<file path="src/rtl/booth_fixed_multiplier.sv">
`default_nettype none
// ============================================================================
// Module      : booth_fixed_multiplier
// Description : Sequential signed fixed-point multiplier, radix-4 Booth, one
//               digit per clock. Define MULT_SATURATE_EN to saturate on overflow.
// Revision    : 1.0 - initial release
// ============================================================================
module booth_fixed_multiplier #(
    parameter int WIDTH     = 16,
    parameter int FRAC_BITS = 10
) (
    input  logic             clk,
    input  logic             rst,
    input  logic [WIDTH-1:0] A,
    input  logic [WIDTH-1:0] B,
    input  logic             start,
    output logic [WIDTH-1:0] result,
    output logic             overflow_flag,
    output logic             finish
);

    localparam int c_ITERS = WIDTH / 2;
    localparam int c_CNT_W = (c_ITERS > 1) ? $clog2(c_ITERS) : 1;
    localparam int c_PW    = 2 * WIDTH;
    localparam int c_HI_W  = c_PW - (FRAC_BITS + WIDTH - 1);

    typedef enum logic [1:0] {
        ST_IDLE = 2'd0,
        ST_BUSY = 2'd1,
        ST_DONE = 2'd2
    } state_t;

    state_t             state_q, state_d;
    logic [c_PW-1:0]    ash_q, ash_d;
    logic [WIDTH:0]     bext_q, bext_d;
    logic [c_PW-1:0]    acc_q, acc_d;
    logic [c_CNT_W-1:0] cnt_q, cnt_d;
    logic [WIDTH-1:0]   result_q, result_d;
    logic               ovf_q, ovf_d;
    logic               finish_q, finish_d;

    logic [c_PW-1:0]    w_pp;
    logic [c_PW-1:0]    w_prod;
    logic [c_HI_W-1:0]  w_upper;
    logic               w_ovf;
    logic [WIDTH-1:0]   w_res;

    // bext_q holds B with an implicit 0 below the LSB; the low 3 bits are the current triplet
    always_comb begin
        w_pp = '0;
        case (bext_q[2:0])
            3'b001, 3'b010: w_pp = ash_q;
            3'b011:         w_pp = ash_q << 1;
            3'b100:         w_pp = -(ash_q << 1);
            3'b101, 3'b110: w_pp = -ash_q;
            default:        w_pp = '0;
        endcase
    end

    assign w_prod  = acc_q + w_pp;
    assign w_upper = w_prod[c_PW-1 -: c_HI_W];
    assign w_ovf   = !((&w_upper) || (~|w_upper));

`ifdef MULT_SATURATE_EN
    always_comb begin
        w_res = w_prod[FRAC_BITS+WIDTH-1:FRAC_BITS];
        if (w_ovf) begin
            w_res = w_prod[c_PW-1] ? {1'b1, {(WIDTH-1){1'b0}}}
                                   : {1'b0, {(WIDTH-1){1'b1}}};
        end
    end
`else
    assign w_res = w_prod[FRAC_BITS+WIDTH-1:FRAC_BITS];
`endif

    always_comb begin
        state_d  = state_q;
        ash_d    = ash_q;
        bext_d   = bext_q;
        acc_d    = acc_q;
        cnt_d    = cnt_q;
        result_d = result_q;
        ovf_d    = ovf_q;
        finish_d = finish_q;
        case (state_q)
            ST_IDLE, ST_DONE: begin
                if (start) begin
                    ash_d    = {{WIDTH{A[WIDTH-1]}}, A};
                    bext_d   = {B, 1'b0};
                    acc_d    = '0;
                    cnt_d    = '0;
                    finish_d = 1'b0;
                    state_d  = ST_BUSY;
                end
            end
            ST_BUSY: begin
                acc_d  = w_prod;
                ash_d  = ash_q << 2;
                bext_d = bext_q >> 2;
                cnt_d  = cnt_q + 1'b1;
                if (cnt_q == c_CNT_W'(c_ITERS - 1)) begin
                    result_d = w_res;
                    ovf_d    = w_ovf;
                    finish_d = 1'b1;
                    state_d  = ST_DONE;
                end
            end
            default: state_d = ST_IDLE;
        endcase
    end

    always_ff @(posedge clk or negedge rst) begin
        if (!rst) begin
            state_q  <= ST_IDLE;
            ash_q    <= '0;
            bext_q   <= '0;
            acc_q    <= '0;
            cnt_q    <= '0;
            result_q <= '0;
            ovf_q    <= 1'b0;
            finish_q <= 1'b0;
        end else begin
            state_q  <= state_d;
            ash_q    <= ash_d;
            bext_q   <= bext_d;
            acc_q    <= acc_d;
            cnt_q    <= cnt_d;
            result_q <= result_d;
            ovf_q    <= ovf_d;
            finish_q <= finish_d;
        end
    end

    assign result        = result_q;
    assign overflow_flag = ovf_q;
    assign finish        = finish_q;

endmodule
`default_nettype wire

</file>
<file path="config.mk">
export PLATFORM = sky130hd
export DESIGN_NAME = booth_fixed_multiplier
export DESIGN_NICKNAME = d
export VERILOG_FILES = /design/src/rtl/booth_fixed_multiplier.sv
export SDC_FILE = /design/constraint.sdc
export NUM_CORES = 1
export LEC_CHECK = 0
export ABC_AREA = 1
export CORE_ASPECT_RATIO = 0.9
export CORE_UTILIZATION = 45
export CTS_CLUSTER_DIAMETER = 80
export CTS_CLUSTER_SIZE = 20
export DETAILED_ROUTE_END_ITERATION = 7
export DONT_BUFFER_PORTS = 1
export SYNTH_ARGS = -nofsm -noshare
export SYNTH_HDL_FRONTEND = slang
export SYNTH_SLANG_ARGS = --single-unit
</file>
<file path="constraint.sdc">
create_clock -name clk -period 8.6 [get_ports clk]
set_clock_uncertainty 0.05 [all_clocks]
set_input_delay 2.58 -clock clk [delete_from_list [all_inputs] [get_ports clk]]
set_output_delay 2.58 -clock clk [all_outputs]
set_load 0.01 [all_outputs]
</file>
==> impl_metrics.yaml, run 1 <==
layout:
  drive_above_1_share: 0.0706
  final_core_util: 0.493
  diodes: 0
  final_area_sq_um: 8040
  final_net_count: 1099
  syn2layout_area_growth_pct: 6.18
clock_tree:
  cts.clk_slew.worst_paths_ns: 0.09
  cts-buffers-inserted: 9
  cts_tree: "done"
  postCtsSetupRepairBufs: 0
  cts_resized: 0
  clk_path_buf_depth: 2
  cts-root-buf: "clkbuf_16"
  clock_sinks: 104
  cts-htree-levels: 3
  cts_hold_buf: 0
  clk_latency_ns: 0.37
worst_setup_path:
  slowest_delay_ns: 0.85
  end_kind: "register"
  r2r_setup_slack_ns: 4.56
  crit_type: "in2reg"
  slowest_stage: "nand2_1"
  critPathRequiredTime_ns: 8.82
  crit_buf_inv: 1
  worstPathArrival_ns: 4.68
  crit_family: "simple AND/OR/NAND/NOR gates"
  startpoint_type: "primary input"
  path_cells: "nand2_1 > nand2_1 > inv_2 > a22o_1"
  path_max_fanout: 51
  crit_top_cell: "nand2_1"
placed_design:
  place_area_sq_um: 7730
  dp_slack_ns: 3.72
  port_buffers: 0
  hpwlAfterDp_um: 15000
  gp_congestion: 0.903
routing:
  routedWlPerCell_um: 16.6
  drc: 6
  via_count: 6900
  final_antenna_net_count: 0
  first_pass_iters: 8
  wirelength_um: 20500
  first_iter_violations: 536
  viasPerCell: 5.56
floorplanning:
  ios: 53
  die_h_um: 125
  dieWidth_um: 139
  start_util: 0.465
  core_sq_um: 16300
  placementRows: 44
  die-area_sq_um: 17400
timing:
  fmax_mhz: 224
  setup_tns_ns: 0
  hold_viol: 0
  rsz0062_at_grt: "no"
  layout_min_cycle_time_ns: 4.46
  tightest_slew_ns: 1.18
  setup_ws_ns: 4.14
  maxSlewViolCount: 0
  relSlewSlack: 0.212
  fin_crit_sh: 0.519
  setup_viol: 0
synthesis:
  netlist_area_sq_um: 7570
  synth.area.top_cells: "dfrtp_1 34%, nand2_1 14%, nor2_1 6.3%, ha_1 5.6%, inv_1 5.6%"
  synth.top_cell.area_share: 0.344
  yosys.area.top_type: "dfrtp_1"
  synth_fp_nets: 1116
  yosys_warnings: 0
  syn_area_per_cell_sq_um: 7.24
  seq_area_frac_synth: 0.344
  synth_cell_type_count: 49
  ys_ff_latch: 104
  syn_inst: 1046
grt:
  antenna_found_initial: 0
  track_usage: 0.250
  grt_overflow: 0
  grt_pass1_vias: 6644
  grt_pass1_wl_um: 34300
  grt_max_degree: 105
outcome:
  status: "finished with violations"
  violations: "design-rule violations"
run:
  maxCapViolations: 0
min_path:
  worst_hold_path_type: "reg2reg"
-- Yosys cell counts (all sizes together) --
| master | instances |
|---|---|
| nand2 | 289 |
| xor2 | 28 |
| a31oi | 6 |
| a22o | 10 |
| and2 | 4 |
| or2 | 2 |
| a21oi | 34 |
| buf | 12 |
| inv | 121 |
| clkbuf | 22 |
| o21ai | 66 |
| dfrtp | 104 |
| a21o | 1 |
| o211ai | 5 |
| o22ai | 29 |
| nor2 | 146 |
| o2111ai | 7 |
| ha | 34 |
| a221oi | 16 |
| clkinv | 2 |
| o221ai | 15 |
| xnor2 | 13 |
| a22oi | 1 |
| nand3b | 1 |
| and3 | 1 |
| o21bai | 3 |
| a221o | 7 |
| nor4 | 1 |
| nand3 | 50 |
| nor3 | 5 |
| fa | 1 |
| nand4 | 10 |
-- logic make-up after synthesis --
family / count (synthesis) / share of synthesized area
simple gates: 509 / 0.299
compound gates: 200 / 0.170
buf+inv: 157 / 0.0803
flops: 104 / 0.344
xor+xnor: 41 / 0.0484
fa+ha+maj: 35 / 0.0588
-- sequential cells by signal, indices dropped and copies added, names as in the netlist --
register and cells:
acc_q 32, ash_q 32, bext_q 17, cnt_q 3, finish 1, overflow_flag 1
result 16, state_q 2
-- cell type report --
type | count | area [sq um]
Fill cell | 1669 | 8260
Inverter | 123 | 462
Clock buffer | 9 | 225
Sequential cell | 104 | 2600
Clock inverter | 7 | 82.6
Timing Repair Buffer | 6 | 45.0
Multi-Input combinational cell | 785 | 4360
Tap cell | 207 | 259
-- layout by cell type, fill, tap and decap left out, drive strengths merged --
master	Yosys	layout
dfrtp	104	104
nand2	289	289
xnor2	13	13
o22ai	29	29
nor3	5	5
nand4	10	10
nand3	50	50
and3	1	1
nor4	1	1
a22oi	1	1
a21o	1	1
clkinvlp	0	1
clkbuf	22	9
nand3b	1	1
o21ai	66	66
fa	1	1
buf	12	6
nor2	146	146
o21bai	3	3
inv	121	125
o211ai	5	5
and2	4	4
a22o	10	10
a221oi	16	16
a221o	7	7
xor2	28	28
a21oi	34	34
or2	2	2
o2111ai	7	7
a31oi	6	6
o221ai	15	15
clkinv	2	4
ha	34	34
-- stage by stage --
step | hold WS, ns | std cells
after floorplan | 0.400 | 1046
after global placement | 0.419 | 1225
after detailed placement | 0.429 | 1225
after CTS | 0.449 | 1241
after global routing | 0.468 | 1241
final | 0.448 | 1241
-- worst paths after layout --
check / cells after the start / from / end
worst max-delay path: 4 / start / acc_q[30]
worst min-delay path: 2 / acc_q[7] / acc_q[7]
worst max register to register: 24 / ash_q[0] / overflow_flag
worst min register to register: 2 / acc_q[7] / acc_q[7]
max in group asynchronous: 0 / rst / ash_q[24]
min in group asynchronous: 0 / rst / ash_q[4]
-- tightest hold or removal path, stage by stage (launching register included) --
cell     delay, ns
dfrtp_1       0.36
nand2_1       0.05
o21ai_0       0.06
-- per-layer routing --
layer	global-route usage	up-vias	part of all wire
met2	0.399	170	0.45
li1	-	3445	-
met5	0	-	0
met4	0.0895	0	0.021
met1	0.348	3255	0.49
met3	0.0356	30	0.046
Power of run 1 is not shown: default switching activity piles up to over one toggle a cycle in this logic, so the estimate is an artifact.
==> run 2, diff against run 1 <==
- clock period: 8.6 -> 3.8 ns (I/O delays scaled with it)
==> run 2 against run 1 <==
Against the previous run:
- the flow still finishes with violations (design-rule violations)
- worst setup slack worse by 4.1 ns
- first-iteration DRC count down 2.6%
- via count up 2.1%
- cell count up 3.4%
- global-route usage up 0.64 points
- hold slack worse by 0.029 ns
- critical path depth up 22
- final area up 7.4%
- count of clock-buffer cells in the layout unchanged
- die area unchanged
- non-clock buffer count up 42
- sequential share of layout area down 2.2 points
- largest cell class unchanged
==> impl_metrics.yaml, run 2 (synthesized netlist as in run 1, its figures left out) <==
layout:
  multi_input_area_sq_um: 4610
  final_cell_mix: "273 x nand2_1, 113 x nor2_1, 113 x inv_1"
  reg.largest.list: "acc_q x32, ash_q x32, bext_q x17"
  diodes: 0
  seqCellArea_sq_um: 2600
  final_area_sq_um: 8640
  fillerInstances: 1597
  layout_commonest_cell: "nand2_1"
  syn2layout_area_growth_pct: 14.1
  final_net_count: 1141
  drive_above_1_share: 0.150
routing:
  via_count: 7046
  routedWlPerCell_um: 16.7
  first_iter_violations: 522
  wirelength_um: 21400
  viasPerCell: 5.49
  first_pass_iters: 8
  final_antenna_net_count: 0
  drc: 6
clock_tree:
  cts-root-buf: "clkbuf_16"
  clk_latency_ns: 0.36
  cts-buffers-inserted: 9
  clock_sinks: 104
  clk_path_buf_depth: 2
  cts.clk_slew.worst_paths_ns: 0.08
  cts_tree: "done"
  cts-htree-levels: 3
floorplanning:
  ios: 53
  core_sq_um: 16300
  placementRows: 44
  dieWidth_um: 139
  start_util: 0.465
  die-area_sq_um: 17400
  die_h_um: 125
min_path:
  worst_hold_path_type: "in2async"
grt:
  track_usage: 0.257
  grt_overflow: 0
  grt_pass1_vias: 6818
  antenna_found_initial: 0
  grt_pass1_wl_um: 35400
  grt_max_degree: 105
worst_setup_path:
  path_max_fanout: 5
  slowest_stage: "dfrtp_1"
  startpoint_type: "register"
  end_kind: "register"
  slowest_delay_ns: 0.41
  critPathRequiredTime_ns: 4.00
  worstPathArrival_ns: 3.97
  crit_type: "reg2reg"
timing:
  maxSlewViolCount: 0
  tightest_slew_ns: 1.07
  fmax_mhz: 265
  hold_viol: 0
  setup_viol: 0
  relSlewSlack: 0.286
  fin_crit_sh: 0.992
  rsz0062_at_grt: "yes"
  layout_min_cycle_time_ns: 3.77
outcome:
  status: "finished with violations"
  violations: "design-rule violations"
placed_design:
  place_area_sq_um: 7920
  port_buffers: 0
  hpwlAfterDp_um: 15500
  gp_congestion: 0.899
run:
  maxCapViolations: 0
==> run 2: layout make-up <==
type	count	area share
Multi-Input combinational cell	785	0.534
Sequential cell	104	0.301
Inverter	123	0.0540
Timing Repair Buffer	48	0.0461
Tap cell	207	0.0300
Clock buffer	9	0.0261
Clock inverter	7	0.00840
==> run 2: worst max-delay path: cells and delay by family (launching register included) <==
family / cells / cell delay (ns)
XOR/XNOR: 1 / 0.16
adder cells (fa/ha/maj): 2 / 0.53
buffers and inverters: 2 / 0.18
flip-flops: 1 / 0.41
AND/OR/NAND/NOR: 21 / 2.34
==> run 2: stage by stage <==
step / setup TNS, ns / worst slack, ns / cells / utilization / hold WS (ns)
3_3_place_gp: -0.00517 / -0.00499 / 1247 / 0.486 / 0.423
3_5_place_dp: -0.00565 / -0.00390 / 1247 / 0.486 / 0.430
4_1_cts: 0 / 0.00400 / 1265 / 0.507 / 0.408
5_1_grt: -0.493 / -0.185 / 1283 / 0.530 / 0.403
6_report: 0 / 0.0296 / 1283 / 0.530 / 0.419
2_1_floorplan: 0 / 0.549 / 1046 / - / 0.400
==> run 2: path summary, 6_finish.rpt <==
path	slack, ns	endpoint	start	depth (start not counted)
max in group asynchronous	3.16	result[9]	rst	0
min	0.42	ash_q[1]	rst	0
min reg2reg	0.44	cnt_q[0]	cnt_q[0]	1
max reg2reg	0.03	overflow_flag	ash_q[0]	26
min in group clk	0.44	cnt_q[0]	cnt_q[0]	1
max	0.03	overflow_flag	ash_q[0]	26
==> run 2: what timing repair did <==
item	4_1_cts	5_1_grt
setup endpoints to repair	2	30
pin swaps	2	23
gates resized for setup	5	57
buffers inserted	2	18
hold buffers	0	0
==> run 2: routing by layer <==
| metal | vias to the layer above | part of all wire | global-route usage |
|---|---|---|---|
| met4 | 0 | 0.020 | 0.0791 |
| met3 | 37 | 0.050 | 0.0402 |
| met1 | 3297 | 0.49 | 0.369 |
| met5 | - | 0 | 0 |
| met2 | 187 | 0.44 | 0.397 |
| li1 | 3525 | - | - |
Power of run 2 is left out for the same reason.
==> run 3, diff against run 2 <==
- CORE_UTILIZATION: 45 -> 58
- PLACE_DENSITY: default -> 0.76
==> run 3 against run 2 <==
Against the previous run:
- the run now ends clean
- critical path depth fell by 4
- worst setup slack improved by 0.0049 ns
- wire length fell by 2.0%
- cell count fell by 3.8%
- flip-flop and latch count did not move
- count of clock-buffer cells in the layout rose by 1
- non-clock buffer count fell by 6
- global-route usage rose by 6.1 points
- largest cell class unchanged
- register-to-register slack barely moved
- first-iteration DRC count fell by 0.19%
- maximum frequency rose by 0.13%
- via count rose by 2.0%
==> impl_metrics.yaml, run 3 (synthesized netlist as in run 1, its figures left out) <==
outcome:
  status: "finished, final reports clean"
clock_tree:
  cts-htree-levels: 3
  clock_sinks: 104
  clk_latency_ns: 0.37
  cts_hold_buf: 0
  cts-buffers-inserted: 9
  clk_path_buf_depth: 2
  cts-root-buf: "clkbuf_16"
  cts_tree: "done"
  cts.clk_slew.worst_paths_ns: 0.07
timing:
  setup_viol: 0
  tightest_slew_ns: 1.04
  hold_viol: 0
  layout_min_cycle_time_ns: 3.77
  fmax_mhz: 266
  fin_crit_sh: 0.991
  rsz0062_at_grt: "yes"
  relSlewSlack: 0.306
  maxSlewViolCount: 0
routing:
  via_count: 7186
  routedWlPerCell_um: 17.0
  final_antenna_net_count: 0
  first_pass_iters: 5
  wirelength_um: 21000
  first_iter_violations: 521
  drc: 0
  viasPerCell: 5.82
grt:
  grtUsageMet1: 0.438
  grt_pass1_vias: 6612
  grt_pass1_wl_um: 33000
  grt_use_met2: 0.492
  grt_busiest_layer: "met2"
  grt_overflow: 0
  grt_max_degree: 105
  grtUsageMet3: 0.0530
  track_usage: 0.318
  antenna_found_initial: 0
run:
  maxCapViolations: 0
floorplanning:
  die_h_um: 110
  die-area_sq_um: 13500
  placementRows: 39
  core_sq_um: 12700
  start_util: 0.595
  ios: 53
  dieWidth_um: 122
worst_setup_path:
  crit_type: "reg2reg"
  critPathRequiredTime_ns: 4.01
  worstPathArrival_ns: 3.97
  crit_start: "ash_q[4]"
  end_kind: "register"
  startpoint_type: "register"
  path_max_fanout: 5
  reg2reg_from: "ash_q[4]"
  r2r_cells: 22
layout:
  layout_commonest_cell: "nand2_1"
  diodes: 0
  fillerInstances: 1111
  final_net_count: 1135
  final_area_sq_um: 8520
  final_cell_mix: "273 x nand2_1, 113 x inv_1, 110 x nor2_1"
  reg.largest.list: "acc_q x32, ash_q x32, bext_q x17"
  syn2layout_area_growth_pct: 12.5
  drive_above_1_share: 0.144
placed_design:
  gp_congestion: 0.998
  hpwlAfterDp_um: 15000
  place_area_sq_um: 7820
  port_buffers: 0
min_path:
  worst_hold_path_type: "in2async"
-- run 3: metrics by stage --
| stage | setup TNS (ns) | worst slack, ns | hold WS (ns) | utilization | std cells |
|---|---|---|---|---|---|
| finish | 0 | 0.0345 | 0.413 | 0.669 | 1234 |
| global route | -0.350 | -0.195 | 0.399 | 0.669 | 1234 |
| CTS | 0 | 0.00379 | 0.412 | 0.642 | 1217 |
| detailed placement | -0.327 | -0.0808 | 0.428 | 0.614 | 1201 |
| global placement | -0.0186 | -0.0186 | 0.418 | 0.614 | 1201 |
| floorplan | 0 | 0.549 | 0.400 | - | 1046 |
-- run 3: layer usage --
layer  share of wire  up-vias
li1                -     3517
met2            0.44      234
met3           0.057       49
met5               0        -
met1            0.47     3386
met4           0.032        0
-- run 3: area by class of cell --
| class | instances | area [sq um] | area share |
|---|---|---|---|
| Inverter | 123 | 467 | 0.0548 |
| Sequential cell | 104 | 2610 | 0.306 |
| Timing Repair Buffer | 42 | 327 | 0.0383 |
| Clock inverter | 6 | 95.1 | 0.0112 |
| Clock buffer | 10 | 239 | 0.0281 |
| Multi-Input combinational cell | 785 | 4580 | 0.537 |
| Tap cell | 164 | 205 | 0.0241 |
-- run 3: worst paths after layout --
kind	slack (ns)	end
max	0.03	overflow_flag
min	0.41	ash_q[4]
max reg2reg	0.03	overflow_flag
min reg2reg	0.44	cnt_q[0]
max in group asynchronous	3.16	result[8]
min in group clk	0.44	cnt_q[0]
-- run 3: critical path, stage by stage, from the launching register on --
cell and delay, ns:
dfrtp_1 0.45, nor2_4 0.17, nand4_4 0.14, nor2_4 0.17, nand2_4 0.09, nor2_4 0.16, nand3_4 0.13, nor3_2 0.14
xor2_1 0.11, nand2_1 0.08, o2111ai_1 0.18, ha_1 0.45, nand2_1 0.12, inv_1 0.13, nand4_1 0.18, nor4_2 0.32
nand2_1 0.12, nand3_2 0.10, nand3_1 0.08, nand2_1 0.09, nand2_1 0.05, nand3_1 0.07, nand2_1 0.06
-- run 3: timing repair --
item | in CTS | in global routing
pin swaps | 0 | 29
buffers inserted | 0 | 17
cloned | 0 | 0
endpoints found under the setup margin | 14 | 31
resized for setup | 5 | 57
Power of run 3 is left out for the same reason.
